[config.mk]
export PLATFORM = sky130hd
export DESIGN_NAME = muldiv_sequencer_flat
export DESIGN_NICKNAME = d
export VERILOG_FILES = /design/src/rtl/muldiv_sequencer_if.sv /design/src/rtl/muldiv_sequencer.sv /design/src/flat_wrapper.sv
export SDC_FILE = /design/constraint.sdc
export NUM_CORES = 1
export LEC_CHECK = 0
export CAP_MARGIN = 20
export CORE_MARGIN = 3
export CORE_UTILIZATION = 44
export CTS_CLUSTER_DIAMETER = 150
export DETAILED_ROUTE_END_ITERATION = 7
export PLACE_DENSITY = 0.8
export SLEW_MARGIN = 30
export SYNTH_ARGS = -nofsm -noshare
export SYNTH_HDL_FRONTEND = slang
export SYNTH_SLANG_ARGS = --single-unit
[constraint.sdc]
create_clock -name clk -period 1.7 [get_ports clk]
set_input_delay 0.51 -clock clk [delete_from_list [all_inputs] [get_ports clk]]
set_output_delay 0.51 -clock clk [all_outputs]
set_load 0.05 [all_outputs]
[src/rtl/muldiv_sequencer_if.sv]
// Request/steering/status bundle between control_unit, the mult/div pair and
// muldiv_sequencer.
interface muldiv_sequencer_if;
   logic req_valid;
   logic req_op;
   logic flush;
   logic mult_stop;
   logic div_stop;
   logic div_zero;
   logic busy;
   logic mult_init;
   logic div_init;
   logic mux_high;
   logic mux_low;
   logic high_load;
   logic low_load;
   logic done;
   logic div_zero_exc;
   logic timeout_exc;

   modport master (
      output req_valid, req_op, flush, mult_stop, div_stop, div_zero,
      input  busy, mult_init, div_init, mux_high, mux_low, high_load, low_load,
             done, div_zero_exc, timeout_exc
   );

   modport slave (
      input  req_valid, req_op, flush, mult_stop, div_stop, div_zero,
      output busy, mult_init, div_init, mux_high, mux_low, high_load, low_load,
             done, div_zero_exc, timeout_exc
   );
endinterface

[src/rtl/muldiv_sequencer.sv]
// Sequences one MULT or DIV on the shared multiplier/divider. It then loads
// HI/LO, or reports divide-by-zero or timeout. All outputs decode from state.
module muldiv_sequencer #(
   parameter int unsigned TIMEOUT_CYCLES = 40,
   parameter int unsigned CNT_W          = 6
) (
   input logic               clk,
   input logic               reset_in,
   muldiv_sequencer_if.slave bus
);

   typedef enum logic [2:0] {
      StIdle,
      StStart,
      StWait,
      StWrite,
      StExcDz,
      StExcTo
   } state_e;

   state_e           state_q, state_d;
   logic             op_q, op_d;
   logic [CNT_W-1:0] cnt_q, cnt_d;
   logic             unit_stop;

   assign unit_stop = op_q ? bus.div_stop : bus.mult_stop;

   always_comb begin
      state_d = state_q;
      op_d    = op_q;
      cnt_d   = cnt_q;
      unique case (state_q)
         StIdle: begin
            if (bus.req_valid) begin
               op_d    = bus.req_op;
               state_d = StStart;
            end
         end
         StStart: begin
            cnt_d   = '0;
            state_d = StWait;
         end
         StWait: begin
            cnt_d = cnt_q + 1'b1;
            if (op_q && bus.div_zero) begin
               state_d = StExcDz;
            end else if (unit_stop) begin
               state_d = StWrite;
            end else if (cnt_q == CNT_W'(TIMEOUT_CYCLES - 1)) begin
               state_d = StExcTo;
            end
         end
         StWrite, StExcDz, StExcTo: state_d = StIdle;
         default:                   state_d = StIdle;
      endcase
      // Abort beats every other transition; op_q is kept for the muxes.
      if (bus.flush) begin
         state_d = StIdle;
      end
   end

   always_ff @(posedge clk or posedge reset_in) begin
      if (reset_in) begin
         state_q <= StIdle;
         op_q    <= 1'b0;
         cnt_q   <= '0;
      end else begin
         state_q <= state_d;
         op_q    <= op_d;
         cnt_q   <= cnt_d;
      end
   end

   always_comb begin
      bus.busy         = (state_q != StIdle);
      bus.mult_init    = (state_q == StStart) && !op_q;
      bus.div_init     = (state_q == StStart) && op_q;
      bus.mux_high     = op_q;
      bus.mux_low      = op_q;
      bus.high_load    = (state_q == StWrite);
      bus.low_load     = (state_q == StWrite);
      bus.done         = (state_q == StWrite);
      bus.div_zero_exc = (state_q == StExcDz);
      bus.timeout_exc  = (state_q == StExcTo);
   end

endmodule

[src/flat_wrapper.sv]
// flat-port wrapper written by rule: the top's interface ports become plain ports
module muldiv_sequencer_flat 
#(
   parameter int unsigned TIMEOUT_CYCLES = 40,
   parameter int unsigned CNT_W          = 6
)
  (clk, reset_in, bus_req_valid, bus_req_op, bus_flush, bus_mult_stop, bus_div_stop, bus_div_zero, bus_busy, bus_mult_init, bus_div_init, bus_mux_high, bus_mux_low, bus_high_load, bus_low_load, bus_done, bus_div_zero_exc, bus_timeout_exc);
  muldiv_sequencer_if bus_i ();
  input logic clk;
  input logic reset_in;
  input wire logic [$bits(bus_i.req_valid)-1:0] bus_req_valid;
  input wire logic [$bits(bus_i.req_op)-1:0] bus_req_op;
  input wire logic [$bits(bus_i.flush)-1:0] bus_flush;
  input wire logic [$bits(bus_i.mult_stop)-1:0] bus_mult_stop;
  input wire logic [$bits(bus_i.div_stop)-1:0] bus_div_stop;
  input wire logic [$bits(bus_i.div_zero)-1:0] bus_div_zero;
  output wire logic [$bits(bus_i.busy)-1:0] bus_busy;
  output wire logic [$bits(bus_i.mult_init)-1:0] bus_mult_init;
  output wire logic [$bits(bus_i.div_init)-1:0] bus_div_init;
  output wire logic [$bits(bus_i.mux_high)-1:0] bus_mux_high;
  output wire logic [$bits(bus_i.mux_low)-1:0] bus_mux_low;
  output wire logic [$bits(bus_i.high_load)-1:0] bus_high_load;
  output wire logic [$bits(bus_i.low_load)-1:0] bus_low_load;
  output wire logic [$bits(bus_i.done)-1:0] bus_done;
  output wire logic [$bits(bus_i.div_zero_exc)-1:0] bus_div_zero_exc;
  output wire logic [$bits(bus_i.timeout_exc)-1:0] bus_timeout_exc;
  assign bus_i.req_valid = bus_req_valid;
  assign bus_i.req_op = bus_req_op;
  assign bus_i.flush = bus_flush;
  assign bus_i.mult_stop = bus_mult_stop;
  assign bus_i.div_stop = bus_div_stop;
  assign bus_i.div_zero = bus_div_zero;
  assign bus_busy = bus_i.busy;
  assign bus_mult_init = bus_i.mult_init;
  assign bus_div_init = bus_i.div_init;
  assign bus_mux_high = bus_i.mux_high;
  assign bus_mux_low = bus_i.mux_low;
  assign bus_high_load = bus_i.high_load;
  assign bus_low_load = bus_i.low_load;
  assign bus_done = bus_i.done;
  assign bus_div_zero_exc = bus_i.div_zero_exc;
  assign bus_timeout_exc = bus_i.timeout_exc;
  muldiv_sequencer #(.TIMEOUT_CYCLES(TIMEOUT_CYCLES), .CNT_W(CNT_W)) u_core (.clk(clk), .reset_in(reset_in), .bus(bus_i));
endmodule
# Word level (Yosys, flattened, before mapping)
# Index checks and enable logic that the tools add are counted.
# Widths: inputs -> output; s select.
# word_totals
word_cells,29
regBits,10
in_bits,8
# classes
reduce_logical,9
mux,8
n_eq_ne,8
addsub,1
# op_table
cell,n
$mux 3,5
$pmux 6 s2,1
$pmux 3 s3,1
$add 6x1->6 const B,1
$eq 3x2->1 const B,2
$eq 3x3->1 const B,2
$eq 6x6->1 const B,1
$ne 5x2->1 const B,1
$reduce_and 2->1,2
$eq 3x1->1 const B,1
$logic_and 1x1->1,3
$logic_not 3->1,1
$ne 3x3->1 const B,1
$reduce_bool 3->1,1
$reduce_bool 2->1,1
$logic_not 1->1,1
$mux 1,1

# Depth between registers and ports, before layout
# depth
depth_word,6
depth_mapped,5
depth_no_buf,4

# Worst setup path before layout
# Ideal clock, no wire load.
# synth_path
path_type,flip-flop to output port
from,register u_core.state_q[1]
to,output port bus_div_zero_exc
t_arrival_ns,1.655
path_stages_with_launch,3
required_ns,1.190
path_slack_ns,-0.465
n_path_buf,1
path_cell_list,dfrtp_1 > buf_4 > nor3b_1
# synth_via
elab_chain_cells,1
# synth_lines
element,line_no,rtl
from (decl),muldiv_sequencer.sv:21,"state_e state_q, state_d;"
from (signal assigned),muldiv_sequencer.sv:64,state_q <= StIdle;
from (signal assigned),muldiv_sequencer.sv:68,state_q <= state_d;
$eq 3x3->1,muldiv_sequencer.sv:83,bus.div_zero_exc = (state_q == StExcDz);
to (decl),flat_wrapper.sv:25,output wire logic [$bits(bus_i.div_zero_exc)-1:0] bus_div_zero_exc;
# No other way between the ends.

# Worst setup path after layout
# layout_path
from,register u_core.state_q[2]
to,output port bus_div_init
# layout_via
elab_chain_cells,2
# layout_lines
element,line_no,rtl
$eq 3x1->1,muldiv_sequencer.sv:77,bus.div_init = (state_q == StStart) && op_q;
$logic_and 1x1->1,muldiv_sequencer.sv:77,
to (decl),flat_wrapper.sv:19,output wire logic [$bits(bus_i.div_init)-1:0] bus_div_init;
# No other way between the ends.

==> summary.txt <==
Outcome
  – Status: finished, violations left
  – Violated checks: negative setup slack

Synth
  – Synth area leaders: dfrtp_1 43%, buf_4 5.2%, a21oi_1 4.3%
  – Cells after synthesis: 64
  – Syn Std Cell Area: 581 um^2
  – Synth warn: 0
  – Cell variety after synth: 26
  – Net Count, Synth: 73
  – Post-synth top area cell: dfrtp_1
  – Sequential area share after synthesis: 43.1%
  – Post-synthesis register bit count: 10
  – Top cell type's share of synthesized area: 43.1%
  – Avg Inst Size Synth: 9.07 um^2

Final layout
  – Final nets: 98
  – Fin cells: 102
  – Commonest cells after routing, fill and taps aside: 9 x buf_12, 8 x buf_4, 7 x clkdlybuf4s50_1, 7 x dfrtp_1
  – Commonest non-fill, non-tap cell in the layout: buf_12
  – Final Cell Area: 951 um^2
  – Layout fillers: 67
  – Area delta synth->final: 63.8%
  – ANT cells: 0
  – Register area: 254 um^2
  – Layout cell share with drive strength beyond 1: 43.2%
  – Area taken by multi-input logic gates: 325 um^2

Setup path
  – CP endpoint kind: output pin
  – Worst Path Required: 1190 ps
  – Reg2Reg Depth: 5
  – CP startpoint kind: flip-flop
  – Crit path kind: flip-flop to output pin
  – Crit-path max FO: 7
  – WP data arrival: 1270 ps

Timing
  – Fin. Hold Viols: 0
  – Relative slew margins: 71.2%
  – Period Utilization, post-route: 105%
  – Final setup vio count: 7
  – Fin. max-slew vios: 0
  – F_max: 561 MHz
  – Worst Skew: 7.07 ps
  – Slew @ Worst Pin: 430 ps
  – RSZ-0062 raised after global routing: yes
  – Post-layout min period: 1780 ps
  – Hold slack: 495 ps
  – Final WS setup: -82.1 ps

Place
  – Final HPWL DP: 1.01 mm
  – Placed Cells: 95
  – Port Buf Inserts: 17
  – Placed Area: 866 um^2
  – Pre-CTS WS: -23.9 ps
  – Routability cong.: 0.888

CTS
  – CTS H-Tree Depth: 1
  – CTS tree: built
  – Clk Latency, worst-skew pair: 280 ps
  – Clock sink count: 10
  – Worst-path clk slew: 70 ps
  – Max Root-Sink Buffers: 2
  – TritonCTS Buffers: 3
  – # hold bufs at CTS: 0
  – Root Driver: clkbuf_4

Hold path
  – HP Class: input pin to async pin

Detailed routing
  – Vias/cell: 5.56
  – DR WL/cell: 13.2 um
  – Routed Antenna Nets: 0
  – Vias: 567
  – Drt drc: 0
  – Routed WL: 1.34 mm
  – DRT Pass-1 Iters: 4
  – DRT iter0 DRCs: 13

Power and ir drop
  – Leak: 0.429 nW
  – Peak supply drop: 0.757 mV
  – Power per cell area: 1010 nW/um^2
  – Total Power: 0.957 mW

Die
  – Initial Util: 49.6%
  – Ports: 18
  – Row cnt: 12
  – Die Ht: 42.3 um
  – Die width: 42.3 um
  – Die area: 1790 um^2
  – CORE AREA: 1170 um^2

Global routing
  – Initial antenna violation count: 0
  – First-pass GRT wire length: 2.55 mm
  – Pin count of the biggest net entering global routing: 11
  – GRT Resource Usage Total: 18.7%
  – Vias in the first global route: 584
  – Total grt overflow: 0

Job
  – Max-cap viol count: 0
[cell type report]
| cell class | count | share of cell area [%] |
|---|---|---|
| sequential | 10 | 26.7 |
| tap | 14 | 1.84 |
| clock buffer | 4 | 3.82 |
| inverter | 2 | 0.789 |
| timing repair buffer | 24 | 32.6 |
| multi-input combinational | 48 | 34.2 |
[final timing paths]
kind / start / end / slack, ps
max: u_core.state_q[2] / bus_div_init / -80
min: reset_in / u_core.cnt_q[4] / 490
max reg2reg: u_core.state_q[2] / u_core.cnt_q[5] / 90
min reg2reg: u_core.cnt_q[5] / u_core.cnt_q[5] / 500
max in group asynchronous: reset_in / u_core.state_q[0] / 920
min in group clk: u_core.cnt_q[5] / u_core.cnt_q[5] / 500
[stage by stage]
step	util (%)	TNS, ps
floorplan	-	0
global placement	73.9	0
detailed placement	73.9	-23.9
CTS	80.9	-372
global route	81.2	-903
finish	81.2	-400
[what timing repair did]
item / CTS / global route
setup buffers: 3 / 0
gates resized for setup: 8 / 2
pin swaps: 2 / 1
endpoints found under the setup margin: 7 / 9
[synthesized netlist by cell type]
library cell and instances:
a211oi_1 1, a21oi_1 5, a21oi_2 1, a22o_1 1, and2_1 1, and3_1 2, and3b_1 2, buf_4 4
dfrtp_1 10, ha_1 1, inv_1 2, mux2_2 1, mux2i_1 1, nand2_1 6, nand3_1 3, nand4_1 2
nor2_1 6, nor2_2 1, nor2b_1 1, nor3_1 3, nor3b_1 2, nor3b_2 1, nor4_1 1, o21ai_0 4
o21bai_1 1, or3b_4 1
[flip-flops by register name (all words and copies together), names as in the netlist]
register / count
u_core.state_q: 3
u_core.cnt_q: 6
u_core.bus.mux_high: 1
[critical path, stage by stage, from the launching register on]
cell     delay [ps]
dfrtp_2         460
nor3b_2         230
and2_4          180
buf_12          130
[layer usage]
layer	part of all wire (%)	wire, um	vias to the layer above	track usage (%)
met5	0	0	-	0
met1	41	548	271	21.0
met2	51	686	17	31.6
met4	2.0	27	0	6.21
met3	6.0	81	4	7.73
li1	-	-	275	-
[where the power goes]
part           internal, mW  total (mW)  switching (mW)
Combinational         0.195       0.405           0.210
Clock                 0.130       0.220          0.0900
Sequential            0.276       0.331          0.0551
[cells by family (layout without fill, tap and decap cells)]
family,Yosys count,after routing,synth area share (%)
compound gates,13,13,13.4
fa+ha+maj,1,1,2.15
buf+inv,6,30,6.47
flops,10,10,43.1
mux,2,2,3.66
simple gates,32,32,31.2
(Power assumes the default switching activity.)
